==> config.mk <==
export PLATFORM = sky130hd
export DESIGN_NAME = axis_pkt_monitor
export DESIGN_NICKNAME = d
export VERILOG_FILES = /design/src/rtl/axis_mon_pkg.sv /design/src/rtl/axis_strb_decode.sv /design/src/rtl/axis_pkt_monitor.sv
export SDC_FILE = /design/constraint.sdc
export NUM_CORES = 1
export LEC_CHECK = 0
export ABC_CLOCK_PERIOD_IN_PS = 3520
export CORE_ASPECT_RATIO = 0.75
export CORE_MARGIN = 10
export CORE_UTILIZATION = 53
export DETAILED_ROUTE_END_ITERATION = 6
export PLACE_DENSITY = 0.79
export SLEW_MARGIN = 20
export SYNTH_ARGS = -nofsm -noshare
export SYNTH_HDL_FRONTEND = slang
export SYNTH_SLANG_ARGS = --single-unit
==> constraint.sdc <==
create_clock -name clk -period 3.52 [get_ports clk]
set_input_delay 0.352 -clock clk [delete_from_list [all_inputs] [get_ports clk]]
set_output_delay 0.352 -clock clk [all_outputs]
set_load 0.01 [all_outputs]
==> src/rtl/axis_mon_pkg.sv <==
// Shared types and helpers for the packet monitor: error codes, FSM states, saturating add.
package axis_mon_pkg;

    typedef enum logic [2:0] {
        ERR_NONE        = 3'd0,
        ERR_NO_SOP      = 3'd1,
        ERR_SOP_IN_PKT  = 3'd2,
        ERR_PARTIAL_MID = 3'd3,
        ERR_STRB        = 3'd4,
        ERR_OVERSIZE    = 3'd5
    } err_code_t;

    typedef enum logic {
        ST_IDLE   = 1'b0,
        ST_IN_PKT = 1'b1
    } state_t;

    // Adds b to a, clamping at the all-ones value of a w-bit counter.
    function automatic logic [63:0] sat_add(input logic [63:0] a, input logic [63:0] b, input int w);
        logic [63:0] max_v;
        logic [64:0] sum;
        max_v = (w >= 64) ? '1 : ((64'd1 << w) - 64'd1);
        sum   = {1'b0, a} + {1'b0, b};
        return (sum > {1'b0, max_v}) ? max_v : sum[63:0];
    endfunction

endpackage

==> src/rtl/axis_strb_decode.sv <==
// Strobe decoder: byte count of a beat and whether strb is a nonzero thermometer code from bit 0.
// Latency: combinational.
// Backpressure: none; pure function of strb.
module axis_strb_decode #(
    parameter int AXIS_WIDTH = 64,
    localparam int SW = AXIS_WIDTH / 8,
    localparam int CW = $clog2(SW + 1)
) (
    input  logic [SW-1:0] strb,
    output logic [CW-1:0] pop,
    output logic          therm
);

    always_comb begin
        pop = '0;
        for (int k = 0; k < SW; k++) begin
            pop = pop + CW'(strb[k]);
        end
    end

    // A low-aligned run of ones has no bit set in common with itself plus one.
    assign therm = (strb != '0) && ((strb & (strb + SW'(1))) == '0);

endmodule

==> src/rtl/axis_pkt_monitor.sv <==
// Stream sink/checker: framing and strobe checks plus saturating stats; AXIS_PKT_MONITOR_BACKPRESSURE_EN adds LFSR stalls.
// Latency: stats update one cycle after eop acceptance; err_pulse one cycle after the offending beat.
// Backpressure: ready=1 after reset, or deasserted when lfsr[1:0]==0 with the macro defined.
module axis_pkt_monitor
    import axis_mon_pkg::*;
#(
    parameter int          AXIS_WIDTH    = 64,
    parameter int          CNT_WIDTH     = 32,
    parameter int          MAX_PKT_BYTES = 9600,
    parameter logic [15:0] BP_SEED       = 16'hACE1
) (
    input  logic                    clk,
    input  logic                    rst_n,
    input  logic                    clear,
    input  logic [AXIS_WIDTH-1:0]   data,
    input  logic [AXIS_WIDTH/8-1:0] strb,
    input  logic                    valid,
    input  logic                    sop,
    input  logic                    eop,
    output logic                    ready,
    output logic [CNT_WIDTH-1:0]    pkt_count,
    output logic [CNT_WIDTH-1:0]    byte_count,
    output logic [CNT_WIDTH-1:0]    err_count,
    output logic [15:0]             last_len,
    output logic [15:0]             min_len,
    output logic [15:0]             max_len,
    output logic [CNT_WIDTH-1:0]    gap_cycles,
    output logic                    in_pkt,
    output logic                    err_pulse,
    output logic [2:0]              err_code
);

    localparam int SW = AXIS_WIDTH / 8;
    localparam int CW = $clog2(SW + 1);

    state_t               state_q, state_d;
    logic [15:0]          len_q, len_d, len_sum, fin_len, done_len;
    logic [CW-1:0]        beat_pop;
    logic                 strb_therm, acc, ready_q, done_vld;
    logic                 err_vld, good_eop, gap_armed;
    err_code_t            err_d, err_code_q;
    logic [CNT_WIDTH-1:0] gap_run;
    logic                 unused_data;

    assign unused_data = ^data;

    axis_strb_decode #(.AXIS_WIDTH(AXIS_WIDTH)) u_strb_decode (
        .strb  (strb),
        .pop   (beat_pop),
        .therm (strb_therm)
    );

`ifdef AXIS_PKT_MONITOR_BACKPRESSURE_EN
    logic [15:0] lfsr;
    always_ff @(posedge clk or negedge rst_n) begin
        if (!rst_n) lfsr <= BP_SEED;
        else        lfsr <= {lfsr[14:0], lfsr[15] ^ lfsr[13] ^ lfsr[12] ^ lfsr[10]};
    end
    assign ready = ready_q & (lfsr[1:0] != 2'b00);
`else
    logic unused_bp_seed;
    assign unused_bp_seed = ^BP_SEED;
    assign ready = ready_q;
`endif

    assign acc      = valid & ready;
    assign in_pkt   = (state_q == ST_IN_PKT);
    assign err_code = err_code_q;
    assign len_sum  = 16'(sat_add(64'(len_q), 64'(beat_pop), 16));

    always_comb begin
        state_d  = state_q;
        len_d    = len_q;
        fin_len  = len_q;
        err_vld  = 1'b0;
        err_d    = ERR_NONE;
        good_eop = 1'b0;
        if (acc) begin
            if (state_q == ST_IDLE && !sop) begin
                err_vld = 1'b1;
                err_d   = ERR_NO_SOP;
            end else begin
                if (sop) begin
                    fin_len = 16'(beat_pop);
                    if (state_q == ST_IN_PKT) begin
                        err_vld = 1'b1;
                        err_d   = ERR_SOP_IN_PKT;
                    end
                end else begin
                    fin_len = len_sum;
                end
                len_d   = fin_len;
                state_d = ST_IN_PKT;
                if (eop) begin
                    state_d = ST_IDLE;
                    // At most one error per beat; an earlier one on this beat keeps its code.
                    if (!strb_therm) begin
                        if (!err_vld) err_d = ERR_STRB;
                        err_vld = 1'b1;
                    end else if ({16'd0, fin_len} > 32'(MAX_PKT_BYTES)) begin
                        if (!err_vld) err_d = ERR_OVERSIZE;
                        err_vld = 1'b1;
                    end else if (!err_vld) begin
                        good_eop = 1'b1;
                    end
                end else if (!sop && strb != '1) begin
                    err_vld = 1'b1;
                    err_d   = ERR_PARTIAL_MID;
                end
            end
        end
    end

    always_ff @(posedge clk or negedge rst_n) begin
        if (!rst_n) begin
            state_q    <= ST_IDLE;
            len_q      <= '0;
            ready_q    <= 1'b0;
            done_vld   <= 1'b0;
            done_len   <= '0;
            err_pulse  <= 1'b0;
            err_code_q <= ERR_NONE;
            pkt_count  <= '0;
            byte_count <= '0;
            err_count  <= '0;
            last_len   <= '0;
            min_len    <= 16'hFFFF;
            max_len    <= '0;
            gap_cycles <= '0;
            gap_run    <= '0;
            gap_armed  <= 1'b0;
        end else begin
            state_q   <= state_d;
            len_q     <= len_d;
            ready_q   <= 1'b1;
            done_vld  <= good_eop & ~clear;
            done_len  <= fin_len;
            err_pulse <= err_vld;
            if (err_vld) err_code_q <= err_d;
            if (clear) begin
                pkt_count  <= '0;
                byte_count <= '0;
                err_count  <= '0;
                last_len   <= '0;
                min_len    <= 16'hFFFF;
                max_len    <= '0;
                gap_cycles <= '0;
                gap_run    <= '0;
                gap_armed  <= 1'b0;
            end else begin
                if (done_vld) begin
                    pkt_count  <= CNT_WIDTH'(sat_add(64'(pkt_count), 64'd1, CNT_WIDTH));
                    byte_count <= CNT_WIDTH'(sat_add(64'(byte_count), 64'(done_len), CNT_WIDTH));
                    last_len   <= done_len;
                    if (done_len < min_len) min_len <= done_len;
                    if (done_len > max_len) max_len <= done_len;
                end
                if (err_vld) err_count <= CNT_WIDTH'(sat_add(64'(err_count), 64'd1, CNT_WIDTH));
                if (acc && sop && gap_armed) begin
                    gap_cycles <= gap_run;
                    gap_armed  <= 1'b0;
                end
                // An eop arms the next latch even if the same beat also consumed the previous gap.
                if (acc && eop) begin
                    gap_run   <= '0;
                    gap_armed <= 1'b1;
                end else begin
                    gap_run <= CNT_WIDTH'(sat_add(64'(gap_run), 64'd1, CNT_WIDTH));
                end
            end
        end
    end

endmodule

# --- Word level (Yosys, flattened, before mapping) ---
# Index checks and enable logic that the tools add are counted.
classes:
  add_sub_neg: 13
  n_lt_le_gt_ge: 8
  n_eq_ne: 1
  muxes: 56
  n_bitwise: 6
  n_reduce_logical: 18
ops:
  columns: ["op", "n"]
  rows:
  - ["2-to-1 mux 32 bit", 14]
  - ["2-to-1 mux 16 bit", 12]
  - ["greater-than comparator 33 x 32 -> 1 bit (second input constant)", 4]
  - ["adder 32 x 1 -> 33 bit (second input constant)", 3]
  - ["adder 32 x 16 -> 33 bit", 1]
  - ["adder 4 x 1 -> 4 bit", 6]
  - ["2-to-1 mux 3 bit", 8]
  - ["2-to-1 mux 1 bit", 20]
  - ["adder 16 x 4 -> 17 bit", 1]
  - ["greater-than comparator 17 x 16 -> 1 bit (second input constant)", 1]
  - ["greater-than comparator 16 x 14 -> 1 bit (second input constant)", 1]
  - ["greater-than comparator 16 bit", 1]
  - ["less-than comparator 16 bit", 1]
  - ["nonzero test 2 bit", 5]
  - ["adder 8 x 1 -> 8 bit (second input constant)", 1]
  - ["bitwise AND 8 bit", 1]
  - ["logical NOT 8 bit", 1]
  - ["!= test 8 bit (second input constant)", 1]
  - ["nonzero test 8 bit", 1]
  - ["logical AND 1 bit", 6]
  - ["AND reduction 2 bit", 3]
  - ["2-to-1 mux 2 bit", 2]
  - ["inverter 1 bit", 3]
  - ["nonzero test 3 bit", 1]
  - ["other kinds (3)", 4]
totals:
  register_bits: 232
  inputBits: 78
  output_inout_bits: 182
  word_cells: 117

# --- Logic depth before layout (Yosys ltp) ---
logic_depth:
  ltp_word: 21
  mapped_depth: 22
  ltp_nobuf: 19

# --- By module ---
# A second synthesis with hierarchy kept.
unflattened:
  hier_cells: 1596
  hier_area_um2: 14158.6
modules_own_cells:
  columns: ["module", "instances", "cells_per_inst", "area_each_um2", "seq_area_each_um2"]
  rows:
  - ["axis_pkt_monitor", 1, 1561, 13864.5, 5825.6]
  - ["axis_strb_decode", 1, 35, 294.0, 0.0]

# --- Least setup slack after synthesis ---
# Ideal clock, no wire load.
synth_path:
  path_kind: "input -> register"
  startpoint: "in strb[0]"
  endpoint: "reg err_count[11]"
  setup_time_ns: 0.138
  t_arrival_ns: 4.934
  required_ns: 3.382
  slack_ns: -1.551
  cell_stages: 19
  path_buffers: 2
  cell_sequence: "inv_1 ha_1 inv_1 fa_1 fa_1 fa_1 fa_1 fa_1 nand2b_1 a2111oi_4 mux2_4 nand3_1 nor4b_2 o211ai_1 a31o_2 buf_6 buf_4 mux2i_1 nor3_2"
synth_via:
  elab_chain_len: 20
  word_cells_on_any_way: 28
  classes_between: "9 x add/sub; 2 x order compare; 1 x eq/ne; 10 x mux; 1 x bitwise; 5 x reduce/logical"
synth_lines:
  columns: ["item", "line_no", "source"]
  rows:
  - ["start: declaration", "axis_pkt_monitor.sv:16", "input logic [AXIS_WIDTH/8-1:0] strb,"]
  - ["adder 1 x 1 -> 2 bit", "axis_strb_decode.sv:17", "pop = pop + CW'(strb[k]);"]
  - ["adder 4 x 1 -> 4 bit (6 in series)", "axis_strb_decode.sv:17", null]
  - ["adder 16 x 4 -> 17 bit", "axis_mon_pkg.sv:23", "sum = {1'b0, a} + {1'b0, b};"]
  - ["greater-than comparator 17 x 16 -> 1 bit", "axis_mon_pkg.sv:24", "return (sum > {1'b0, max_v}) ? max_v : sum[63:0];"]
  - ["2-to-1 mux 16 bit", "axis_mon_pkg.sv:24", null]
  - ["2-to-1 mux 16 bit", "axis_pkt_monitor.sv:83", "if (sop) begin"]
  - ["2-to-1 mux 16 bit", "axis_pkt_monitor.sv:79", "if (state_q == ST_IDLE && !sop) begin"]
  - ["2-to-1 mux 16 bit", "axis_pkt_monitor.sv:78", "if (acc) begin"]
  - ["greater-than comparator 16 x 14 -> 1 bit", "axis_pkt_monitor.sv:100", "end else if ({16'd0, fin_len} > 32'(MAX_PKT_BYTES)) begin"]
  - ["2-to-1 mux 1 bit", "axis_pkt_monitor.sv:100", null]
  - ["2-to-1 mux 1 bit", "axis_pkt_monitor.sv:97", "if (!strb_therm) begin"]
  - ["2-to-1 mux 1 bit *", "axis_pkt_monitor.sv:94", "if (eop) begin"]
  - ["2-to-1 mux 1 bit *", "axis_pkt_monitor.sv:79", null]
  - ["2-to-1 mux 1 bit *", "axis_pkt_monitor.sv:78", null]
  - ["nonzero test 2 bit (no source line) *", null, null]
  - ["end signal: assignment", "axis_pkt_monitor.sv:158", "if (err_vld) err_count <= CNT_WIDTH'(sat_add(64'(err_count), 64'd1, CNT_WIDTH));"]
  - ["end: declaration", "axis_pkt_monitor.sv:23", "output logic [CNT_WIDTH-1:0] err_count,"]
# Mark *: on every way between the ends. The rest lies on a longest branch, timed or not. The select of a mux whose other input is x is not followed.
# A chain may end at the register's enable or synchronous reset.

# --- Final worst setup path ---
layout_path:
  startpoint: "in strb[1]"
  endpoint: "reg err_count[6]"
# Same word-level chain as after synthesis.

==> summary.txt <==
Placement
  – Final RePlAce weighted congestion: 0.916
  – Post-place setup slack: -2250 ps
  – HPWL after DPL: 32200 um
  – Dpl cell area: 17600 um2
  – I/O Buffers: 195

STA
  – Max Clock Freq: 207 MHz
  – Slew Limit Fails: 0
  – PnR worst setup slack: -1320 ps
  – Final Hold Vio Count: 0
  – Unrepaired setup endpoints after global routing: yes
  – Final worst clock skew: 26.0 ps
  – Total negative slack: -54120 ps
  – Minimum clock period: 4840 ps
  – Setup violators final: 51
  – WHS: approximately 410 ps
  – Crit share post-route: 138%
  – Worst-margin pin slew: about 980 ps
  – Slew HR: between 30 and 40%

Logic synthesis
  – List of most frequent post-synthesis cells: 216 x dfrtp_1, 186 x nor2_1, 88 x nand2_1
  – Post-synthesis sequential area ratio: 39.4%
  – Multiplexer share of the synthesized area: around 3.6%
  – Syn Std Cell Area: 14800 um2
  – Mapped Nets: 1777
  – Distinct cells, synth: 84
  – Largest area contributor in the netlist: dfrtp_1
  – Most frequent cell after synthesis: dfrtp_1
  – Xor/xnor share of the synthesized area: 3.38%
  – Area contributors post-synth: dfrtp_1 37%, ha_1 5.3%, nor2_1 4.7%
  – Proportion of netlist area held by the largest area contributor: between 30% and 40%
  – Area share of fa/ha/maj cells after synthesis: 6.14%
  – Post-Synth Simple-Gate Area: around a quarter
  – Synth warn: 0
  – EDFF count, synth: 0
  – Post-Syn Instances: about 1600
  – Largest family of logic cells by synthesized area: simple AND/OR/NAND/NOR gates
  – Ys flop type: dfrtp_1
  – Mapped Avg Cell Area: 9.07 um2
  – Synth Register Bits: 232
  – Compound-Gate Fraction of Synth Area: 19.2%
  – FFs w/ async S/R, synth: 100%

Flow run
  – Max-cap violations: 0

Routing
  – Remaining antenna violation count after routing: 0
  – Residual DRC: 0
  – Vias/cell: roughly 6.4
  – Drt total wl: around 48000 um
  – Via count: ~14000
  – DR WL/cell: around 21 um
  – Drt first pass iters: 5
  – Initial drt markers: 1289

Clock tree
  – # clock sinks: 232
  – # H-tree levels: 1
  – Num CTS Buffers: 25
  – Worst skew pair latency: 560 ps
  – Root Driver: clkbuf_16
  – CTS tree: yes
  – Clock slew at reported path FFs: roughly 60 ps
  – Clk buf depth: 3

Global routing
  – Initial antenna violation count: 0
  – Total gr overflow: 0
  – First-pass GRT wire length: 74800 um
  – Vias in the first global route: 13600
  – Largest net degree at the start of global routing: 93
  – GRT Util Overall: 26.2%

Status
  – Status: complete, but fails checks
  – Violated checks: setup timing

Worst setup path
  – CP max FO: 14
  – Worst Path Class, Setup: primary input to flip-flop
  – Crit end category: flip-flop
  – Worst Path Arrival: 5280 ps
  – CP Launch Type: primary input
  – CP required: between 3000 and 4000 ps

Power and ir drop
  – Maximum vdd drop: 490 uV
  – PD cells: 367 nW/um2
  – Leak Pwr: 0.00786 uW

Min path
  – Worst min path class: primary input to async pin

Die
  – Die area: between 30000 and 40000 um2
  – Initial Util: between 50% and 60%
  – Die W: approximately 210 um
  – Die Ht: 165 um
  – Row count: 52
  – Core area: 27300 um2
  – I/O Pins: 260

Layout
  – Final instance area: 19300 um2
  – Layout cells sized above 1: 17.2%
  – Syn-to-layout area delta: 30.6%
  – Fillers: just over 2000
  – N_diodes: 0
  – Net count reported at finish: just over 2000
[worst max-delay path: stages]
cell and delay (ps):
buf_8 90, inv_8 30, ha_4 250, inv_2 30, fa_1 490, fa_1 440
fa_2 380, fa_2 620, inv_1 50, ha_1 230, a211o_1 360, o21ai_4 280
nor3_1 80, nor3_1 390, nor4b_4 90, o211ai_1 150, a31o_4 240, buf_12 110
buf_12 120, buf_16 180, a21oi_2 70, a311oi_1 230
[metal layers]
layer,up-vias,part of all wire (%),global-route usage [%]
met5,-,0,0
met4,0,3.2,7.93
met3,133,7.6,5.32
met2,637,46,41.1
met1,6977,43,35.8
li1,6493,-,-
[sequential cells by signal (all words and copies together), names as in the netlist, 32 cells and up]
| signal | cells |
|---|---|
| err_count | 32 |
| pkt_count | 32 |
| gap_cycles | 32 |
| gap_run | 32 |
| byte_count | 32 |
[final cells by class]
| type | count | area, um2 | area share [%] |
|---|---|---|---|
| Tap cell | 351 | 439 | 2.27 |
| Multi-Input combinational cell | 1218 | 8730 | 45.2 |
| Clock inverter | 13 | 150 | 0.778 |
| Inverter | 66 | 263 | 1.36 |
| Sequential cell | 232 | 5830 | 30.2 |
| Timing Repair Buffer | 327 | 3200 | 16.6 |
| Clock buffer | 33 | 696 | 3.60 |
[layout by cell type, fill, tap and decap left out, drive strengths merged, types with 32 or more instances in the layout]
cell type / instances
nand4: 42
dfrtp: 216
a21oi: 74
a31oi: 33
clkbuf: 34
nand2b: 44
a211oi: 42
o21ai: 79
nand3: 70
nor3: 45
ha: 63
nand2: 88
inv: 67
buf: 134
a22o: 37
nor2: 186
mux2i: 49
clkdlybuf4s50: 189
nor4: 32
[where the power goes]
part	switching, uW	leakage, uW	total [uW]	internal, uW
combinational	801	0.00428	1490	685
sequential	113	0.00316	2830	2710
clock	1160	0.000420	2770	1610
[final timing paths]
check | depth (start not counted) | from | endpoint | slack [ps]
max reg2reg | 16 | done_len[0]$_DFFE_PN0P_ | err_count[6]$_DFFE_PN0P_ | -70
min reg2reg | 1 | gap_cycles[25]$_DFFE_PN0P_ | gap_cycles[25]$_DFFE_PN0P_ | 500
min in group clk | 4 | clear | gap_run[28]$_DFF_PN0_ | 450
max in group asynchronous | 3 | rst_n | err_count[27]$_DFFE_PN0P_ | 2200
max | 22 | strb[1] | err_count[6]$_DFFE_PN0P_ | -1320
min | 2 | rst_n | pkt_count[17]$_DFFE_PN0P_ | 410
[metrics by stage]
| stage | utilization, % | cells | total power, uW |
|---|---|---|---|
| floorplan | - | 1630 | 3510 |
| global placement | 64.7 | 2166 | 4000 |
| detailed placement | 64.7 | 2166 | 4040 |
| CTS | 69.7 | 2230 | 7030 |
| global route | 70.8 | 2240 | 7340 |
| finish | 70.8 | 2240 | 7080 |
[logic make-up after synthesis]
kind of cell	after synthesis
mux	52
xor+xnor	57
compound gates	405
buf+inv	180
flops	232
simple gates	634
other cells	1
fa+ha+maj	69
[timing repair]
| item | 4_1_cts | 5_1_grt |
|---|---|---|
| endpoints found under the hold margin | 79 | 0 |
| gates cloned | 4 | 1 |
| gates resized for setup | 78 | 54 |
| hold buffers | 1 | 0 |
| setup endpoints to repair | 53 | 81 |
| buffers inserted | 14 | 14 |
| pin swaps | 33 | 26 |
Power figures use the tool's default switching activity.
==> RTL edit 1 (config.mk and constraints unchanged) <==
`AXIS_WIDTH` is set to 64 in 2 places; all go to 32.
--- a/src/rtl/axis_strb_decode.sv
+++ b/src/rtl/axis_strb_decode.sv
@@ -4,3 +4,3 @@
 module axis_strb_decode #(
-    parameter int AXIS_WIDTH = 64,
+    parameter int AXIS_WIDTH = 32,
     localparam int SW = AXIS_WIDTH / 8,
--- a/src/rtl/axis_pkt_monitor.sv
+++ b/src/rtl/axis_pkt_monitor.sv
@@ -6,3 +6,3 @@
 #(
-    parameter int          AXIS_WIDTH    = 64,
+    parameter int          AXIS_WIDTH    = 32,
     parameter int          CNT_WIDTH     = 32,
Ports: changed (resized data and strb); port bits go from 260 to 224. The function was not compared with the original's and may differ.
==> RTL edit 1 against the original RTL <==
First-iteration DRC count decreased by 6.6%. Setup slack improved by 1.4 ns. Cell area shrank 8.3%. Synthesized area is 5.7% lower. Routed wire length decreased by 12%. Combinational power shrank 47%. Maximum frequency up 41%. Utilization is 2.5 points lower. Total power down 13%. Sequential cell count stayed put. Largest cell class unchanged. Highest routed layer unchanged.
==> RTL edit 1: results <==
metrics = {
    "cts": {
        "htree_levels": 1,
        "tritoncts.num_buffers": 25,
        "clock_latency_ns": 0.55,
        "clk_transition_reported_paths_ns": 0.07,
        "clockRootBuffer": "sky130_fd_sc_hd__clkbuf_16",
        "clk_path_buf_depth": 3,
    },
    "worst_setup_path": {
        "worstSetupStartpoint": "strb[0]",
        "crit_path_max_incr_delay_ns": 0.45,
        "critPathMaxFanout": 5,
        "worst_r2r_endpoint": "err_count[4]$_DFFE_PN0P_",
        "reg2reg_from": "done_len[9]$_DFFE_PN0P_",
        "reg2reg_depth": 12,
        "regToRegSetupSlack_ns": 0.35,
        "worst_path_max_delay_cell": "sky130_fd_sc_hd__fa_1",
        "crit_family": "compound AO/OA/AOI/OAI gates",
        "worstSetupEndpoint": "err_count[2]$_DFFE_PN0P_",
        "worst_ep_arrival_time_ns": 3.84,
    },
    "timing": {
        "finClkSkew_ns": 0.0197,
        "timing.max_slew.rel_slack_pct": 24.1,
        "report.final.setup_viol": 0,
        "finalWorstSetupSlack_ns": 0.0958,
    },
    "global_routing": {
        "global_route.usage.total_pct": 24.2,
        "grt_start_max_net_pins": 95,
        "groute.layer.met1.usage_pct": 33.6,
        "gr-usage-met2_pct": 38.0,
        "gr-usage-met3_pct": 4.77,
        "grt_pass1_wl_mm": 68.6,
    },
    "logic_synthesis": {
        "syn_area_per_cell_sq_um": 9.28,
        "synth.cells.most_frequent": "sky130_fd_sc_hd__dfrtp_1 (216), sky130_fd_sc_hd__nor2_1 (157), sky130_fd_sc_hd__nand2_1 (111)",
        "yosysTopAreaCellShare_pct": 38.8,
        "synthesis.yosys.warnings": 0,
        "synthTopCellsByArea": "sky130_fd_sc_hd__dfrtp_1 (39%), sky130_fd_sc_hd__ha_1 (5.4%), sky130_fd_sc_hd__nor2_1 (4.2%)",
        "synth_nets": 1607,
        "number_of_unique_standard_cell_types_used_by_synthesis": 89,
        "ys_seq_area_share_pct": 41.8,
    },
    "cells_and_area": {
        "n_antenna_cell": 0,
        "fillCellCount": 2062,
        "final_nets": 1821,
        "final_layout_size_suffix_gt1_share_pct": 13.7,
    },
    "die": {
        "placeableCoreArea_sq_mm": 0.0259,
    },
    "detailed_routing": {
        "top_layer": "met4",
        "detail_route.iter0.violations": 1204,
        "met2_length_mm": 19.1,
        "viasPerCell": 6.23,
        "routedLengthMet1_mm": 18.5,
        "routed_wl_mm": 42.0,
        "detailroute.wirelength.met3_mm": 3.45,
        "route.detailed.drc": 0,
    },
    "pwr": {
        "worst_ir_drop_vdd_v": 0.000366,
        "power.leakage_nw": 7.78,
    },
    "hold_path": {
        "hold-path-cell-count": 3,
        "whs_endpoint": "min_len[1]$_DFFE_PN1P_",
        "timing.hold.worst.class": "input pin to flop",
    },
    "placed_design": {
        "gp_congestion": 0.925,
        "place.port_buffers": 191,
        "dp_hpwl_mm": 29.6,
        "dp_worst_setup_slack_ns": -1.15,
    },
    "outcome": {
        "run_status": "completed",
    },
}
RTL edit 1: what timing repair did:
item | CTS | global route
hold buffers | 1 | 0
pin swaps | 8 | 21
endpoints found under the hold margin | 86 | 0
buffers inserted | 1 | 12
resized for setup | 24 | 37
setup endpoints to repair | 37 | 35
RTL edit 1: kinds of logic after synthesis:
| family | Yosys count | synth area share [%] |
|---|---|---|
| other | 1 | 0.0269 |
| flip-flops | 232 | 41.8 |
| XOR/XNOR | 54 | 3.39 |
| multiplexers | 56 | 4.03 |
| adder cells (fa/ha/maj) | 63 | 5.82 |
| AND/OR/NAND/NOR | 531 | 19.6 |
| AO/OA/AOI/OAI | 401 | 20.4 |
| buffers and inverters | 164 | 4.90 |
RTL edit 1: layout make-up:
class | instances | share of cell area [%]
multi-input combinational | 1106 | 43.3
sequential | 232 | 32.9
inverter | 66 | 1.53
clock inverter | 14 | 0.657
clock buffer | 32 | 3.79
tap | 344 | 2.43
timing repair buffer | 285 | 15.4
RTL edit 1: per-stage QoR:
stage | hold slack [ns] | total power, mW | TNS [ns] | std cells | area, sq um
after floorplan | 0.0564 | 3.20 | -0.178 | 1502 | 14000
after global placement | 0.428 | 3.51 | -35.11 | 2020 | 16600
after detailed placement | 0.441 | 3.54 | -40.69 | 2020 | 16600
after CTS | 0.347 | 6.12 | 0 | 2068 | 17500
after global routing | 0.384 | 6.35 | -0.170 | 2079 | 17700
final | 0.362 | 6.14 | 0 | 2079 | 17700
RTL edit 1: power breakdown:
part	switching, mW	internal (mW)
Combinational	0.466	0.325
Clock	1.16	1.44
Sequential	0.0511	2.71
Total	1.67	4.47
RTL edit 1: tightest hold or removal path, delay by kind of cell:
kind                   cells  cell delay, ns
AND/OR/NAND/NOR            1            0.15
buffers and inverters      2            0.37
==> RTL edit 2 (config.mk and constraints unchanged) <==
Made on the original files. Register the output `err_count` once more, with the module's reset; this adds one clock of latency there. The other outputs are not delayed to match.
--- a/src/rtl/axis_pkt_monitor.sv
+++ b/src/rtl/axis_pkt_monitor.sv
@@ -34,2 +34,4 @@
     localparam int CW = $clog2(SW + 1);
+
+    logic [CNT_WIDTH-1:0] err_count_s0;
 
@@ -124,3 +126,3 @@
             byte_count <= '0;
-            err_count  <= '0;
+            err_count_s0 <= '0;
             last_len   <= '0;
@@ -142,3 +144,3 @@
                 byte_count <= '0;
-                err_count  <= '0;
+                err_count_s0 <= '0;
                 last_len   <= '0;
@@ -157,3 +159,3 @@
                 end
-                if (err_vld) err_count <= CNT_WIDTH'(sat_add(64'(err_count), 64'd1, CNT_WIDTH));
+                if (err_vld) err_count_s0 <= CNT_WIDTH'(sat_add(64'(err_count_s0), 64'd1, CNT_WIDTH));
                 if (acc && sop && gap_armed) begin
@@ -173,2 +175,10 @@
 
+    always_ff @(posedge clk or negedge rst_n) begin
+        if (!rst_n) begin
+            err_count <= '0;
+        end else begin
+            err_count <= err_count_s0;
+        end
+    end
+
 endmodule
Function: changed (Yosys sat finds a counterexample within 4 cycles, from zero or initial values and one cycle with rst_n low).
==> RTL edit 2 against the original RTL <==
The run still ends with setup timing left. Utilization down 0.069 points. Largest power group unchanged. Setup slack better by 0.042 ns. Synthesized area up 1.8%. Routed wire length down 3.5%. Sequential power up 13%. Total power up 8.4%. Sequential share of layout area up 3.3 points. Sequential cell count up 32. Cell area up 2.6%. First-iteration DRC count up 3.5%. Largest cell class unchanged.
==> RTL edit 2: results <==
metrics = {
    "global_routing": {
        "grt_pass1_wl_mm": 74.0,
        "gr-usage-met2_pct": 38.4,
        "groute.layer.met1.usage_pct": 33.8,
        "grt_start_max_net_pins": 87,
        "global_route.usage.total_pct": 24.6,
    },
    "worst_setup_path": {
        "crit_path_max_incr_delay_ns": 0.59,
        "critPathMaxFanout": 5,
        "worst_ep_arrival_time_ns": 5.24,
    },
    "pwr": {
        "worst_ir_drop_vdd_v": 0.000403,
        "cell_internal_pwr_mw": 5.55,
    },
    "logic_synthesis": {
        "synthTopCellsByArea": "sky130_fd_sc_hd__dfrtp_1 (41%), sky130_fd_sc_hd__ha_1 (5.2%), sky130_fd_sc_hd__a21oi_1 (4.7%)",
        "number_of_unique_standard_cell_types_used_by_synthesis": 87,
        "ys_seq_area_share_pct": 44.0,
    },
    "hold_path": {
        "timing.hold.worst.class": "input pin to flop",
    },
    "placed_design": {
        "gp_congestion": 0.939,
        "dp_worst_setup_slack_ns": -2.43,
        "dp_hpwl_mm": 30.8,
        "dp.cells": 2203,
        "placedInstanceArea_sq_mm": 0.0179,
    },
    "cells_and_area": {
        "final_layout_size_suffix_gt1_share_pct": 17.3,
        "fillCellCount": 2124,
        "multiInputGateArea_sq_mm": 0.00833,
        "final_nets": 2038,
    },
    "detailed_routing": {
        "viasPerCell": 6.09,
        "detail_route.iter0.violations": 1334,
        "wl_per_instance_microns": 20.0,
        "met2_length_mm": 20.9,
        "detailroute.wirelength.met3_mm": 3.64,
    },
    "timing": {
        "finalWorstSetupSlack_ns": -1.28,
        "fin_setup_tns_ns": -47.21,
        "report.final.setup_viol": 48,
        "finClkSkew_ns": 0.0159,
    },
    "outcome": {
        "violated_checks": "setup timing",
        "run_status": "complete, but fails checks",
    },
}
RTL edit 2: final timing paths:
path | endpoint | cells past startpoint | slack [ns] | startpoint
max | err_count_s0[18]$_DFFE_PN0P_ | 22 | -1.28 | strb[1]
max in group asynchronous | gap_cycles[17]$_DFFE_PN0P_ | 3 | 2.21 | rst_n
min | gap_cycles[29]$_DFFE_PN0P_ | 2 | 0.27 | clear
min reg2reg | err_count[24]$_DFF_PN0_ | 0 | 0.48 | err_count_s0[24]$_DFFE_PN0P_
min in group asynchronous | pkt_count[2]$_DFFE_PN0P_ | 2 | 0.42 | rst_n
max reg2reg | err_count_s0[18]$_DFFE_PN0P_ | 16 | 0.14 | done_len[0]$_DFFE_PN0P_
RTL edit 2: kinds of logic after synthesis:
logic type / count (synthesis) / share of synthesized area, %
AND/OR/NAND/NOR: 620 / 20.4
AO/OA/AOI/OAI: 405 / 18.5
flip-flops: 264 / 44.0
buffers and inverters: 174 / 4.83
adder cells (fa/ha/maj): 69 / 6.03
XOR/XNOR: 62 / 3.61
multiplexers: 38 / 2.61
other: 1 / 0.0249
RTL edit 2: area by class of cell:
cell class / count / share of cell area (%)
repair buffers: 318 / 15.5
clock inverters: 12 / 0.783
well taps: 385 / 2.43
flip-flops and latches: 264 / 33.5
clock buffers: 39 / 4.11
multi-input cells: 1200 / 42.1
inverters: 79 / 1.61
RTL edit 2: power by group through the flow:
stage	sequential, mW	clock (mW)	combinational [mW]
CTS	3.18	3.17	1.24
global placement	3.24	0	1.02
global route	3.20	3.29	1.49
finish	3.19	3.11	1.37
floorplan	3.21	0	0.646
detailed placement	3.24	0	1.04
